===== src/rtl/ex_mem.sv =====
`default_nettype none
// ============================================================================
// Module   : ex_mem
// Brief    : EX/MEM pipeline register with stall (hold/bubble) and flush.
//            Optional macro EX_MEM_MADD_EN adds the hilo/cnt MADD/MSUB return
//            path to EX.
// Revision : 1.0 - initial release
// ============================================================================
module ex_mem (
    input  logic        clk,
    input  logic        rst,
    input  logic [5:0]  stall,
    input  logic        flush,
    input  logic [4:0]  ex_wd,
    input  logic        ex_wreg,
    input  logic [31:0] ex_wdata,
    input  logic        ex_whilo,
    input  logic [31:0] ex_hi,
    input  logic [31:0] ex_lo,
    input  logic [7:0]  ex_aluop,
    input  logic [31:0] ex_mem_addr,
    input  logic [31:0] ex_reg2,
    output logic [4:0]  mem_wd,
    output logic        mem_wreg,
    output logic [31:0] mem_wdata,
    output logic        mem_whilo,
    output logic [31:0] mem_hi,
    output logic [31:0] mem_lo,
    output logic [7:0]  mem_aluop,
    output logic [31:0] mem_mem_addr,
    output logic [31:0] mem_reg2
`ifdef EX_MEM_MADD_EN
    ,
    input  logic [63:0] hilo_i,
    input  logic [1:0]  cnt_i,
    output logic [63:0] hilo_o,
    output logic [1:0]  cnt_o
`endif
);

    localparam logic [4:0] c_NOP_REG_ADDR = 5'd0;
    localparam logic [7:0] c_EXE_NOP_OP   = 8'd0;

    logic w_clear;
    logic w_bubble;
    logic w_advance;
    logic w_unused_stall;

    // Flush shares the reset path so it overrides any stall combination.
    assign w_clear        = !rst || flush;
    assign w_bubble       = stall[3] && !stall[4];
    // stall[4] without stall[3] cannot come from ctrl; it simply advances.
    assign w_advance      = !stall[3];
    assign w_unused_stall = &{stall[5], stall[2:0]};

    always_ff @(posedge clk) begin
        if (w_clear || w_bubble) begin
            mem_wd       <= c_NOP_REG_ADDR;
            mem_wreg     <= 1'b0;
            mem_wdata    <= 32'd0;
            mem_whilo    <= 1'b0;
            mem_hi       <= 32'd0;
            mem_lo       <= 32'd0;
            mem_aluop    <= c_EXE_NOP_OP;
            mem_mem_addr <= 32'd0;
            mem_reg2     <= 32'd0;
        end else if (w_advance) begin
            mem_wd       <= ex_wd;
            mem_wreg     <= ex_wreg;
            mem_wdata    <= ex_wdata;
            mem_whilo    <= ex_whilo;
            mem_hi       <= ex_hi;
            mem_lo       <= ex_lo;
            mem_aluop    <= ex_aluop;
            mem_mem_addr <= ex_mem_addr;
            mem_reg2     <= ex_reg2;
        end
    end

`ifdef EX_MEM_MADD_EN
    // The accumulate intermediate survives only while EX is stalled.
    always_ff @(posedge clk) begin
        if (w_clear || w_advance) begin
            hilo_o <= 64'd0;
            cnt_o  <= 2'd0;
        end else begin
            hilo_o <= hilo_i;
            cnt_o  <= cnt_i;
        end
    end
`endif

endmodule
`default_nettype wire


===== config.mk =====
export PLATFORM = sky130hd
export DESIGN_NAME = ex_mem
export DESIGN_NICKNAME = d
export VERILOG_FILES = /design/src/rtl/ex_mem.sv
export SDC_FILE = /design/constraint.sdc
export NUM_CORES = 1
export LEC_CHECK = 0
export ABC_AREA = 1
export CAP_MARGIN = 20
export CORE_MARGIN = 4
export CORE_UTILIZATION = 42
export DETAILED_ROUTE_END_ITERATION = 7
export PLACE_DENSITY = 0.8
export SETUP_SLACK_MARGIN = 0.5
export SYNTH_ARGS = -nofsm -noshare
export SYNTH_HDL_FRONTEND = slang
export SYNTH_SLANG_ARGS = --single-unit
export TNS_END_PERCENT = 10

===== constraint.sdc =====
create_clock -name clk -period 0.93 [get_ports clk]
set_input_delay 0.093 -clock clk [delete_from_list [all_inputs] [get_ports clk]]
set_output_delay 0.093 -clock clk [all_outputs]
set_load 0.03 [all_outputs]

# ---- After elaboration in Yosys (flattened, before gate mapping)
# Index checks and enable logic that the tools add are counted.
dict set report classes {
  n_reduce_logical 5
}
# cell n
set ops {}
lappend ops {{$logic_not A1 Y1} 2}
lappend ops {{$logic_or A1 B1 Y1} 2}
lappend ops {{$logic_and A1 B1 Y1} 1}
dict set report word_totals {
  out_inout_bits 175
  reg_bits 175
  inputBits 184
  elab_cells 14
}

# ---- Longest topological paths before layout
dict set report depth {
  depth_word 3
  ltp_mapped 7
  ltp_nobuf 4
}

# ---- Least setup slack after synthesis
# Ideal clock, no wire load.
dict set report synth_path {
  path_kind {in2reg}
  from {in stall[3]}
  to {reg mem_aluop[0]}
  slack_ns 0.105
  path_buffers 3
  stages 7
  arrival_time_ns 0.714
  setup_time_ns 0.112
  required_time_ns 0.818
  path_cell_list {buf_6 buf_4 buf_4 nand2_1 inv_1 nor2_1 nor2_1}
}
dict set report synth_via {
  elab_chain_len 2
}
# item line
set synth_rtl {}
lappend synth_rtl {{start, declared} 12} ;# input logic [5:0] stall,
lappend synth_rtl {{$logic_and A1 B1 Y1} 51} ;# assign w_bubble = stall[3] && !stall[4];
lappend synth_rtl {{$logic_or A1 B1 Y1} 57} ;# if (w_clear || w_bubble) begin
lappend synth_rtl {{end signal, assigned} 64} ;# mem_aluop <= c_EXE_NOP_OP;
lappend synth_rtl {{end signal, assigned} 74} ;# mem_aluop <= ex_aluop;
lappend synth_rtl {{end, declared} 29} ;# output logic [7:0] mem_aluop,
# Parallel ways exist; a longest one is shown, timed or not.
# A chain may end at the register's enable or synchronous reset.

# ---- Worst setup path after layout
dict set report layout_path {
  from {reg mem_lo[15]}
  to {out mem_lo[15]}
}
# item line
set layout_lines {}
lappend layout_lines {{start, declared} 28} ;# output logic [31:0] mem_lo,
lappend layout_lines {{start signal, assigned} 73} ;# mem_lo <= ex_lo;
# No word-level cell between the ends.

==> impl_metrics.ini <==
[setup_path]
reg2reg_from = mem_reg2[21]$_SDFFE_PP0N_
worstSetupStartpointType = flip-flop
critPathCaptureType = primary output
crit_type = reg -> out
timing.critical_path.slowest_stage_cell = sky130_fd_sc_hd__dfxtp_2
critPathMaxFanout = 2
timing.critical_path.arrival_ps = 920
cp_cell_sequence = buf_6
path_delay_family = flip-flops
cp_slowest_stage_delay_ps = 360
timing.reg2reg.setup_slack_ps = 10
cp.required_ps = 840
critical_path_buf_inv_count = 1
r2r_cells = 6
r2r_end = mem_reg2[21]$_SDFFE_PP0N_

[logic_synthesis]
yosys_warnings = 0
synth-seq-area-share_pct = 44.3
ys_seq_elements = 175
synthesis.instances = 1288
ys_types = 8
synthesis.nets = 1472
synth_largest_area_cell = sky130_fd_sc_hd__dfxtp_1
fraction_of_post_synthesis_cell_area_in_the_top_cell_type_by_area_pct = 44.3
synth_area_per_cell_sq_um = 6.14
ys_top_cells_by_area = sky130_fd_sc_hd__dfxtp_1, sky130_fd_sc_hd__nor2_1, sky130_fd_sc_hd__inv_1
synth_cell_area_sq_um = 7910

[floorplan]
floorplan.rows = 49
io_pins = 359
floorplan.initialDensity_pct = 43.4
die-width_um = 145
die_footprint_sq_um = 21100
core_outline_area_sq_um = 18200
floorplan.die.height_um = 145

[sta]
timing.max_slew.rel_slack_pct = 70.5
timing.final.setup_violations = 175
final.setup.worst_slack_ps = -84.2
post-route-period-util_pct = 109
hold_viol = 0
totalNegativeSetupSlack_ps = -9960
clock-skew-final_ps = 0
rsz0062_at_grt = true
final-max-slew-violation-count = 0
timing_worst_slew_pin_value_ps = 442
post-route-min-period_ps = 1010
max_freq_mhz = 986

[cells_and_area]
layout-drive-gt1-share_pct = 32.6
seq_area_sq_um = 3720
final_layout_net_count = 1822
combined_area_of_the_multi_input_logic_cells_sq_um = 3050
mostFrequentLayoutCells = sky130_fd_sc_hd__nor2_1, sky130_fd_sc_hd__inv_1, sky130_fd_sc_hd__clkdlybuf4s50_1, sky130_fd_sc_hd__dfxtp_2, sky130_fd_sc_hd__buf_6
antennaDiodeCount = 0
layout.filler_cells = 1333
syn_to_final_growth_pct = 66.8
layout.cells.most_common = sky130_fd_sc_hd__nor2_1

[placement]
placement.setup.worst_slack_ps = -402
finalWeightedCongestion = 0.795
dp_hpwl_um = 16300
buffer_ports.inserted = 354

[grt]
antenna_found_initial = 0
maximum_number_of_pins_on_one_net_before_global_route_repair = 64
number_of_global_route_vias_before_repair = 7669
grt_first_pass_wirelength_um = 36900
globalRoute.totalOverflow = 0
grtUsageTotal_pct = 21.4

[cts]
clock_sink_count = 175
tritoncts.num_buffers = 17
clk_transition_reported_paths_ps = 70
clock_tree.buffer_depth = 2
cts_tree = yes
ctsRootBufferMaster = sky130_fd_sc_hd__clkbuf_16
cts-htree-levels = 4
clock_latency_ps = 430

[routing]
dr_total_vias = 8082
routed_wirelength_um = 23800
viasPerCell = 4.30
remaining_drc_errors = 0
drt_first_iter_violations = 330
wire_per_inst_um = 12.7
drt_pass1_iterations = 5
detail-route-antenna-nets = 0

[hold_path]
worst_hold_path_type = in -> reg
hold_path.startpoint = stall[3]
holdPathStages = 5
hold_path_end = mem_lo[0]$_SDFFE_PP0N_

[status]
violated_checks = negative setup slack
status = finished, violations left

[pwr]
power_per_cell_area_nw_per_um2 = 1400
ir_worst_vdd_uv = 1160
static_power_due_to_leakage_uw = 0.00748

[flow_run]
cap_violations = 0
-- where the power goes --
group	switching (uW)	leakage (uW)	internal [uW]	total, uW
clock network	3300	0.000298	4140	7440
logic	1540	0.00568	1550	3090
registers	144	0.00150	7730	7870
total	4990	0.00748	13400	18400
-- cell usage after synthesis --
cell                      count
sky130_fd_sc_hd__dfxtp_1    175
sky130_fd_sc_hd__buf_4       17
sky130_fd_sc_hd__buf_6       17
sky130_fd_sc_hd__buf_2       24
sky130_fd_sc_hd__nand2_1    176
sky130_fd_sc_hd__nor2_1     526
sky130_fd_sc_hd__inv_1      352
sky130_fd_sc_hd__nand2_2      1
-- worst max-delay path by stage --
stage | cells after the start | end | slack, ps | start
after detailed placement | 6 | mem_wdata[28]$_SDFFE_PP0N_ | -400 | rst
final | 1 | mem_lo[15] | -80 | mem_lo[15]$_SDFFE_PP0N_
after global placement | 6 | mem_lo[1]$_SDFFE_PP0N_ | -370 | rst
after floorplan | 7 | mem_hi[1]$_SDFFE_PP0N_ | 150 | stall[3]
after CTS | 1 | mem_lo[15] | -110 | mem_lo[15]$_SDFFE_PP0N_
after global routing | 1 | mem_lo[15] | -120 | mem_lo[15]$_SDFFE_PP0N_
-- flip-flops by register name, indices dropped and copies added, names as in the netlist --
register	count
mem_wdata	32
mem_reg2	32
mem_wd	5
mem_whilo	1
mem_aluop	8
mem_hi	32
mem_mem_addr	32
mem_wreg	1
mem_lo	32
-- metal layers --
layer / part of all wire [%] / routed length (um) / vias to the layer above / track usage, %
met5: 0 / 0 / - / 0
met3: 9.3 / 2220 / 45 / 8.45
met1: 36 / 8590 / 3575 / 22.5
met4: 3.2 / 757 / 0 / 8.40
met2: 51 / 12200 / 277 / 38.3
li1: - / - / 4185 / -
-- cell families (layout without fill, tap and decap cells) --
group | count (synthesis) | in the layout | synth area share [%]
buffers and inverters | 410 | 773 | 22.3
and+or+nand+nor | 703 | 703 | 33.4
DFF | 175 | 175 | 44.3
-- cell type report --
| class | instances | share of cell area, % |
|---|---|---|
| Clock buffer | 18 | 3.33 |
| Clock inverter | 14 | 1.27 |
| Inverter | 352 | 10.0 |
| Multi-Input combinational cell | 703 | 23.1 |
| Sequential cell | 175 | 28.2 |
| Tap cell | 229 | 2.17 |
| Timing Repair Buffer | 389 | 31.9 |
-- worst reg2reg max path, delay by kind of cell, from the launching register on --
kind / cells / cell delay, ps
flops: 1 / 330
buf+inv: 3 / 280
simple gates: 3 / 190
-- per-stage QoR --
stage                     hold slack [ps]  util, %  power (uW)  cells  cell area [sq um]
after floorplan                       311        -        9460   1288               8010
after global placement                528     61.7       10700   1842              11200
after detailed placement              533     61.7       10700   1842              11200
after CTS                             161     70.3       18400   1876              12800
after global routing                  190     72.4       19200   1880              13200
final                                 166     72.4       18400   1880              13200
-- what timing repair did --
| item | in CTS | in global routing |
|---|---|---|
| gates resized for setup | 378 | 129 |
| setup buffers | 2 | 4 |
| hold buffers | 0 | 0 |
| endpoints found under the setup margin | 350 | 350 |
| pin swaps | 289 | 296 |
Power figures use the tool's default switching activity.
